==> src/rtl/output_requantizer.sv <==
// output_requantizer
// Converts signed fixed-point samples from the matrix multiplier
// (IN_WIDTH bits, IN_FRAC fractional) to OUT_WIDTH bits with OUT_FRAC
// fractional bits. Rounding is round-half-up and the result saturates.
// The block is a two-stage AXI-Stream pipeline with one shared advance enable:
//   stage 1 : sign-extend, add half an output LSB, arithmetic shift right
//   stage 2 : saturate to the output range and drive the output register
// A beat counter marks the last beat of each ROW_LEN-beat row with tlast.
// Optional feature macro: OUTPUT_REQUANT_SAT_CNT_EN adds a sticky 16-bit
// count of saturated output transfers (sat_count), cleared by sat_clr.

module output_requantizer #(
  parameter int IN_WIDTH  = 32,
  parameter int IN_FRAC   = 16,
  parameter int OUT_WIDTH = 16,
  parameter int OUT_FRAC  = 10,
  parameter int ROW_LEN   = 512
) (
  input  logic                 ap_clk,
  input  logic                 ap_rst_n,
  input  logic [IN_WIDTH-1:0]  s_axis_input_tdata,
  input  logic                 s_axis_input_tvalid,
  output logic                 s_axis_input_tready,
  output logic [OUT_WIDTH-1:0] m_axis_output_tdata,
  output logic                 m_axis_output_tvalid,
  input  logic                 m_axis_output_tready,
  output logic                 m_axis_output_tlast
`ifdef OUTPUT_REQUANT_SAT_CNT_EN
  ,
  input  logic                 sat_clr,
  output logic [15:0]          sat_count
`endif
);

  localparam int SHIFT = IN_FRAC - OUT_FRAC;
  // One extra bit so adding the rounding constant can never overflow.
  localparam int RW    = IN_WIDTH + 1;
  localparam int CW    = (ROW_LEN > 1) ? $clog2(ROW_LEN) : 1;

  localparam logic [CW-1:0]        LAST_BEAT = CW'(ROW_LEN - 1);
  localparam logic signed [RW-1:0] RND_HALF  = RW'(1) << (SHIFT - 1);
  localparam logic signed [RW-1:0] SAT_MAX   = RW'((64'sd1 <<< (OUT_WIDTH - 1)) - 64'sd1);
  // Two's complement: ~max == -max-1 == most negative output code.
  localparam logic signed [RW-1:0] SAT_MIN   = ~SAT_MAX;

  // Handshake / enable
  logic en;
  logic in_xfer;

  // Stage 1 arithmetic
  logic signed [RW-1:0] x_ext;
  logic signed [RW-1:0] x_rnd;
  logic signed [RW-1:0] r_calc;

  // Stage 2 arithmetic
  logic [OUT_WIDTH-1:0] sat_data;
  logic                 sat_hit;

  // Pipeline registers
  logic                 s1_valid_q, s1_valid_d;
  logic signed [RW-1:0] s1_r_q,     s1_r_d;
  logic                 s1_last_q,  s1_last_d;

  logic                 out_valid_q, out_valid_d;
  logic [OUT_WIDTH-1:0] out_data_q,  out_data_d;
  logic                 out_last_q,  out_last_d;

  logic [CW-1:0]        beat_cnt_q,  beat_cnt_d;

`ifdef OUTPUT_REQUANT_SAT_CNT_EN
  logic                 out_xfer;
  logic                 out_sat_q,   out_sat_d;
  logic [15:0]          sat_cnt_q,   sat_cnt_d;
`endif

  // Shared advance enable: the whole pipe moves when the output slot frees up.
  always_comb begin
    en      = !out_valid_q || m_axis_output_tready;
    in_xfer = s_axis_input_tvalid && en;
  end

  // Stage 1 datapath: sign-extend, add half an output LSB, floor-shift.
  always_comb begin
    x_ext  = {s_axis_input_tdata[IN_WIDTH-1], s_axis_input_tdata};
    x_rnd  = x_ext + RND_HALF;
    r_calc = x_rnd >>> SHIFT;
  end

  // Stage 2 datapath: clip the rounded value into the output range.
  always_comb begin
    sat_hit  = 1'b0;
    sat_data = s1_r_q[OUT_WIDTH-1:0];
    if (s1_r_q > SAT_MAX) begin
      sat_hit  = 1'b1;
      sat_data = SAT_MAX[OUT_WIDTH-1:0];
    end else if (s1_r_q < SAT_MIN) begin
      sat_hit  = 1'b1;
      sat_data = SAT_MIN[OUT_WIDTH-1:0];
    end
  end

  // Next-state for the beat counter: counts accepted beats only, wraps per row.
  always_comb begin
    beat_cnt_d = beat_cnt_q;
    if (in_xfer) begin
      if (beat_cnt_q == LAST_BEAT) begin
        beat_cnt_d = '0;
      end else begin
        beat_cnt_d = beat_cnt_q + 1'b1;
      end
    end
  end

  // Next-state for both pipeline stages; everything holds while en is low.
  always_comb begin
    s1_valid_d  = s1_valid_q;
    s1_r_d      = s1_r_q;
    s1_last_d   = s1_last_q;
    out_valid_d = out_valid_q;
    out_data_d  = out_data_q;
    out_last_d  = out_last_q;
    if (en) begin
      // A bubble on the input becomes an invalid stage 1; data is left as is.
      s1_valid_d = s_axis_input_tvalid;
      s1_last_d  = in_xfer && (beat_cnt_q == LAST_BEAT);
      if (in_xfer) begin
        s1_r_d = r_calc;
      end
      out_valid_d = s1_valid_q;
      out_last_d  = s1_valid_q && s1_last_q;
      if (s1_valid_q) begin
        out_data_d = sat_data;
      end
    end
  end

  // Pipeline and beat counter registers.
  always_ff @(posedge ap_clk or negedge ap_rst_n) begin
    if (!ap_rst_n) begin
      s1_valid_q  <= 1'b0;
      s1_r_q      <= '0;
      s1_last_q   <= 1'b0;
      out_valid_q <= 1'b0;
      out_data_q  <= '0;
      out_last_q  <= 1'b0;
      beat_cnt_q  <= '0;
    end else begin
      s1_valid_q  <= s1_valid_d;
      s1_r_q      <= s1_r_d;
      s1_last_q   <= s1_last_d;
      out_valid_q <= out_valid_d;
      out_data_q  <= out_data_d;
      out_last_q  <= out_last_d;
      beat_cnt_q  <= beat_cnt_d;
    end
  end

`ifdef OUTPUT_REQUANT_SAT_CNT_EN
  // Saturation counter next-state: sticky at all-ones, clear beats increment.
  always_comb begin
    out_xfer  = out_valid_q && m_axis_output_tready;
    out_sat_d = out_sat_q;
    if (en && s1_valid_q) begin
      out_sat_d = sat_hit;
    end
    sat_cnt_d = sat_cnt_q;
    if (sat_clr) begin
      sat_cnt_d = '0;
    end else if (out_xfer && out_sat_q && (sat_cnt_q != 16'hFFFF)) begin
      sat_cnt_d = sat_cnt_q + 16'd1;
    end
  end

  // Saturation flag travelling with the output sample, and its counter.
  always_ff @(posedge ap_clk or negedge ap_rst_n) begin
    if (!ap_rst_n) begin
      out_sat_q <= 1'b0;
      sat_cnt_q <= '0;
    end else begin
      out_sat_q <= out_sat_d;
      sat_cnt_q <= sat_cnt_d;
    end
  end

  assign sat_count = sat_cnt_q;
`endif

  assign s_axis_input_tready  = en;
  assign m_axis_output_tdata  = out_data_q;
  assign m_axis_output_tvalid = out_valid_q;
  assign m_axis_output_tlast  = out_last_q;

endmodule

==> config.mk <==
export PLATFORM = sky130hd
export DESIGN_NAME = output_requantizer
export DESIGN_NICKNAME = d
export VERILOG_FILES = /design/src/rtl/output_requantizer.sv
export SDC_FILE = /design/constraint.sdc
export NUM_CORES = 1
export LEC_CHECK = 0
export ABC_AREA = 1
export CAP_MARGIN = 5
export CORE_MARGIN = 8
export CORE_UTILIZATION = 39
export DETAILED_ROUTE_END_ITERATION = 8
export PLACE_DENSITY_LB_ADDON = 0.08
export SYNTH_ARGS = -nofsm -noshare
export SYNTH_HDL_FRONTEND = slang
export SYNTH_SLANG_ARGS = --single-unit
==> constraint.sdc <==
create_clock -name ap_clk -period 1.75 [get_ports ap_clk]
set_clock_uncertainty 0.05 [all_clocks]
set_input_delay 0.175 -clock ap_clk [delete_from_list [all_inputs] [get_ports ap_clk]]
set_output_delay 0.175 -clock ap_clk [all_outputs]
set_load 0.01 [all_outputs]
==> insert_results.sql <==
INSERT INTO impl_metrics (metric_group, metric, value, unit) VALUES
('worst_setup_path', 'critPathKind', 'flop to output pin', ''),
('cts', 'htree_num_levels', '2', ''),
('logic_synthesis', 'synth-xor-area-share', '0.0423', ''),
('worst_setup_path', 'crit_path_cell_trace', 'nand2_4, clkdlybuf4s50_1', ''),
('run', 'max-cap-violations', '0', ''),
('layout', 'area.growth.synth_to_final', '28.6', '%'),
('cts', 'cts_max_path_buffers', '2', ''),
('die', 'num_io_pins', '55', ''),
('layout', 'nFillCells', '767', ''),
('die', 'dieWidth', '105', 'um'),
('layout', 'nets', '539', ''),
('timing', 'timing.final.crit_share', '0.915', ''),
('cts', 'clk_pin_slew', '0.11', 'ns'),
('die', 'dieHeight', '105', 'um'),
('worst_setup_path', 'cp.required', '1.52', 'ns'),
('timing', 'grt_setup_unrepaired', 'false', ''),
('cts', 'tritoncts_num_sinks', '56', ''),
('logic_synthesis', 'synth.distinct_cells', '27', ''),
('detailed_routing', 'viasPerCell', '4.64', ''),
('die', 'core_area', '0.00773', 'mm2'),
('timing', 'setup-tns-final', '0', 'ns'),
('logic_synthesis', 'synth.avg_cell_area', '7.25', 'um2'),
('power_and_ir_drop', 'total_leakage_power', '1.87', 'nW'),
('logic_synthesis', 'synth.ff_latch_count', '56', ''),
('worst_setup_path', 'worst_path_largest_cell_delay', '0.54', 'ns'),
('placed_design', 'numPortBuffers', '49', ''),
('placed_design', 'setup_slack_placement', '-0.0437', 'ns'),
('global_route', 'vias_in_the_first_global_route', '2790', ''),
('placed_design', 'numPlacedInstances', '593', ''),
('worst_setup_path', 'r2r_start', 'beat_cnt_q[0]', ''),
('global_route', 'grt.overflow.total', '0', ''),
('layout', 'post-route-util', '0.517', ''),
('global_route', 'grt_start_max_net_pins', '25', ''),
('logic_synthesis', 'synthMuxAreaShare', '0', ''),
('die', 'initial_core_util', '0.402', ''),
('placed_design', 'gp_congestion', '0.869', ''),
('worst_setup_path', 'critPathTopFamily', 'buffers and inverters', ''),
('timing', 'final.setup.worst_slack', '0.149', 'ns'),
('detailed_routing', 'detailed_routing_iterations_pass_1', '5', ''),
('detailed_routing', 'drt_first_iter_violations', '116', ''),
('worst_setup_path', 'slowest_stage', 'clkdlybuf4s50_1', ''),
('detailed_routing', 'route.antenna.remaining_nets', '0', ''),
('worst_setup_path', 'critical_path.endpoint_type', 'output pin', ''),
('detailed_routing', 'postRouteWirelength', '7.49', 'mm'),
('die', 'core.rowCount', '32', ''),
('timing', 'clock.fmax', '625', 'MHz'),
('run_status', 'status', 'finished clean', ''),
('layout', 'final_layout_size_suffix_gt1_frac', '0.118', ''),
('hold_path', 'hp-class', 'primary input to asynchronous set/reset pin', ''),
('layout', 'insertedDiodeCount', '0', ''),
('worst_setup_path', 'cp.arrival', '1.38', 'ns'),
('worst_setup_path', 'cp_max_fo', '6', ''),
('worst_setup_path', 'setup.worst_path.start', 'm_axis_output_tvalid', ''),
('global_route', 'grt.total_usage', '0.142', ''),
('timing', 'report.final.hold_viol_count', '0', ''),
('placed_design', 'dp_hpwl', '6.01', 'mm'),
('logic_synthesis', 'sequential_area_share_after_synthesis', '0.451', ''),
('cts', 'worst_skew_pair.late_latency', '0.31', 'ns'),
('timing', 'worst-slew-pin-transition', '0.528', 'ns'),
('logic_synthesis', 'synth-adder-area-share', '0.0121', ''),
('die', 'fp.dieArea', '0.0111', 'mm2'),
('logic_synthesis', 'synth_compound_gate_area_share', '0.0637', ''),
('worst_setup_path', 'crit_path_launch_type', 'flop', ''),
('power_and_ir_drop', 'worst_ir_drop_vdd', '0.370', 'mV'),
('cts', 'clockRootBuffer', 'clkbuf_8', ''),
('timing', 'timing.final.setup_violations', '0', ''),
('worst_setup_path', 'worstPathBufferInverterCount', '1', ''),
('detailed_routing', 'routedWlPerCell', '12.4', 'um'),
('cts', 'number_of_cts_inserted_buffers', '5', ''),
('cts', 'cts_tree', 'built', ''),
('logic_synthesis', 'mappedNetlistNets', '467', '');
==> layout make-up <==
type / instances / area, um2 / area share
Multi-Input combinational cell: 329 / 1530 / 0.384
Sequential cell: 56 / 1400 / 0.351
Timing Repair Buffer: 74 / 713 / 0.179
Inverter: 34 / 128 / 0.0320
Tap cell: 102 / 128 / 0.0320
Clock buffer: 5 / 68.8 / 0.0172
Clock inverter: 3 / 18.8 / 0.00470
==> metrics by stage <==
stage / total power, mW / cell area, um2 / hold slack [ns]
floorplan: 2.36 / 3100 / -0.171
global placement: 2.90 / 3880 / 0.129
detailed placement: 2.92 / 3880 / 0.129
CTS: 3.65 / 3980 / 0.324
global route: 3.88 / 3990 / 0.360
finish: 3.61 / 3990 / 0.314
==> state kept, by name, summed over array words and instances, names as in the netlist <==
signal / count
s1_valid_q: 1
beat_cnt_q: 9
m_axis_output_tdata: 16
m_axis_output_tlast: 1
s1_last_q: 1
m_axis_output_tvalid: 1
s1_r_q: 27
==> logic make-up after synthesis <==
family / Yosys count
DFF: 56
adders and majority gates: 3
buffers and inverters: 43
AOI/OAI and AO/OA: 35
xor gates and xnor gates: 15
and+or+nand+nor: 276
==> synthesized netlist by cell type (all sizes together) <==
cell type	number	share of area
inv	34	0.041
nor3b	1	0.0024
ha	3	0.012
a21oi	18	0.033
buf	6	0.012
and2	2	0.0040
nor4	1	0.0020
clkbuf	3	0.0036
nor3	4	0.0064
nand2	168	0.21
dfrtp	56	0.45
nand3	25	0.042
xnor2	2	0.0056
xor2	13	0.037
o21ai	17	0.031
nand4	4	0.0081
nor2	71	0.098
==> where the power goes <==
part / internal [mW] / total (mW) / switching [mW]
Clock: 0.281 / 0.709 / 0.428
Combinational: 0.556 / 1.12 / 0.560
Sequential: 1.59 / 1.79 / 0.196
Total: 2.43 / 3.61 / 1.18
==> cells in the final DEF (no fill, tap or decap), types with 4 or more instances in the layout <==
master	n
nand2_2	6
a21oi_1	17
buf_4	21
inv_2	4
nor2_2	7
nand3_1	24
clkbuf_8	5
dfrtp_1	55
nand2_1	161
o21ai_0	16
nor2_1	61
nor3_1	4
xor2_1	13
nand4_1	4
clkdlybuf4s50_1	48
inv_1	30
==> per-layer routing <==
layer	vias up	wire, um	track usage
met5	-	0	0
met4	0	51	0.0306
met1	1264	3750	0.195
met2	59	3200	0.219
li1	1471	-	-
met3	4	482	0.0341
==> worst paths after layout <==
kind | end | slack (ns) | depth (start not counted)
hold / removal | m_axis_output_tdata[11] | 0.31 | 2
hold reg to reg | s1_r_q[11] | 0.44 | 2
setup / recovery | s_axis_input_tready | 0.15 | 2
setup reg to reg | beat_cnt_q[7] | 0.20 | 8
min in group ap_clk | s1_r_q[11] | 0.44 | 2
max in group asynchronous | beat_cnt_q[1] | 0.81 | 3
==> timing repair <==
action | in CTS | in global routing
buffers inserted | 0 | 1
hold buffers | 1 | 0
endpoints found under the hold margin | 19 | 0
resized for setup | 0 | 3
setup endpoints to repair | 0 | 5
No activity file was read; power rests on OpenSTA's default activity.
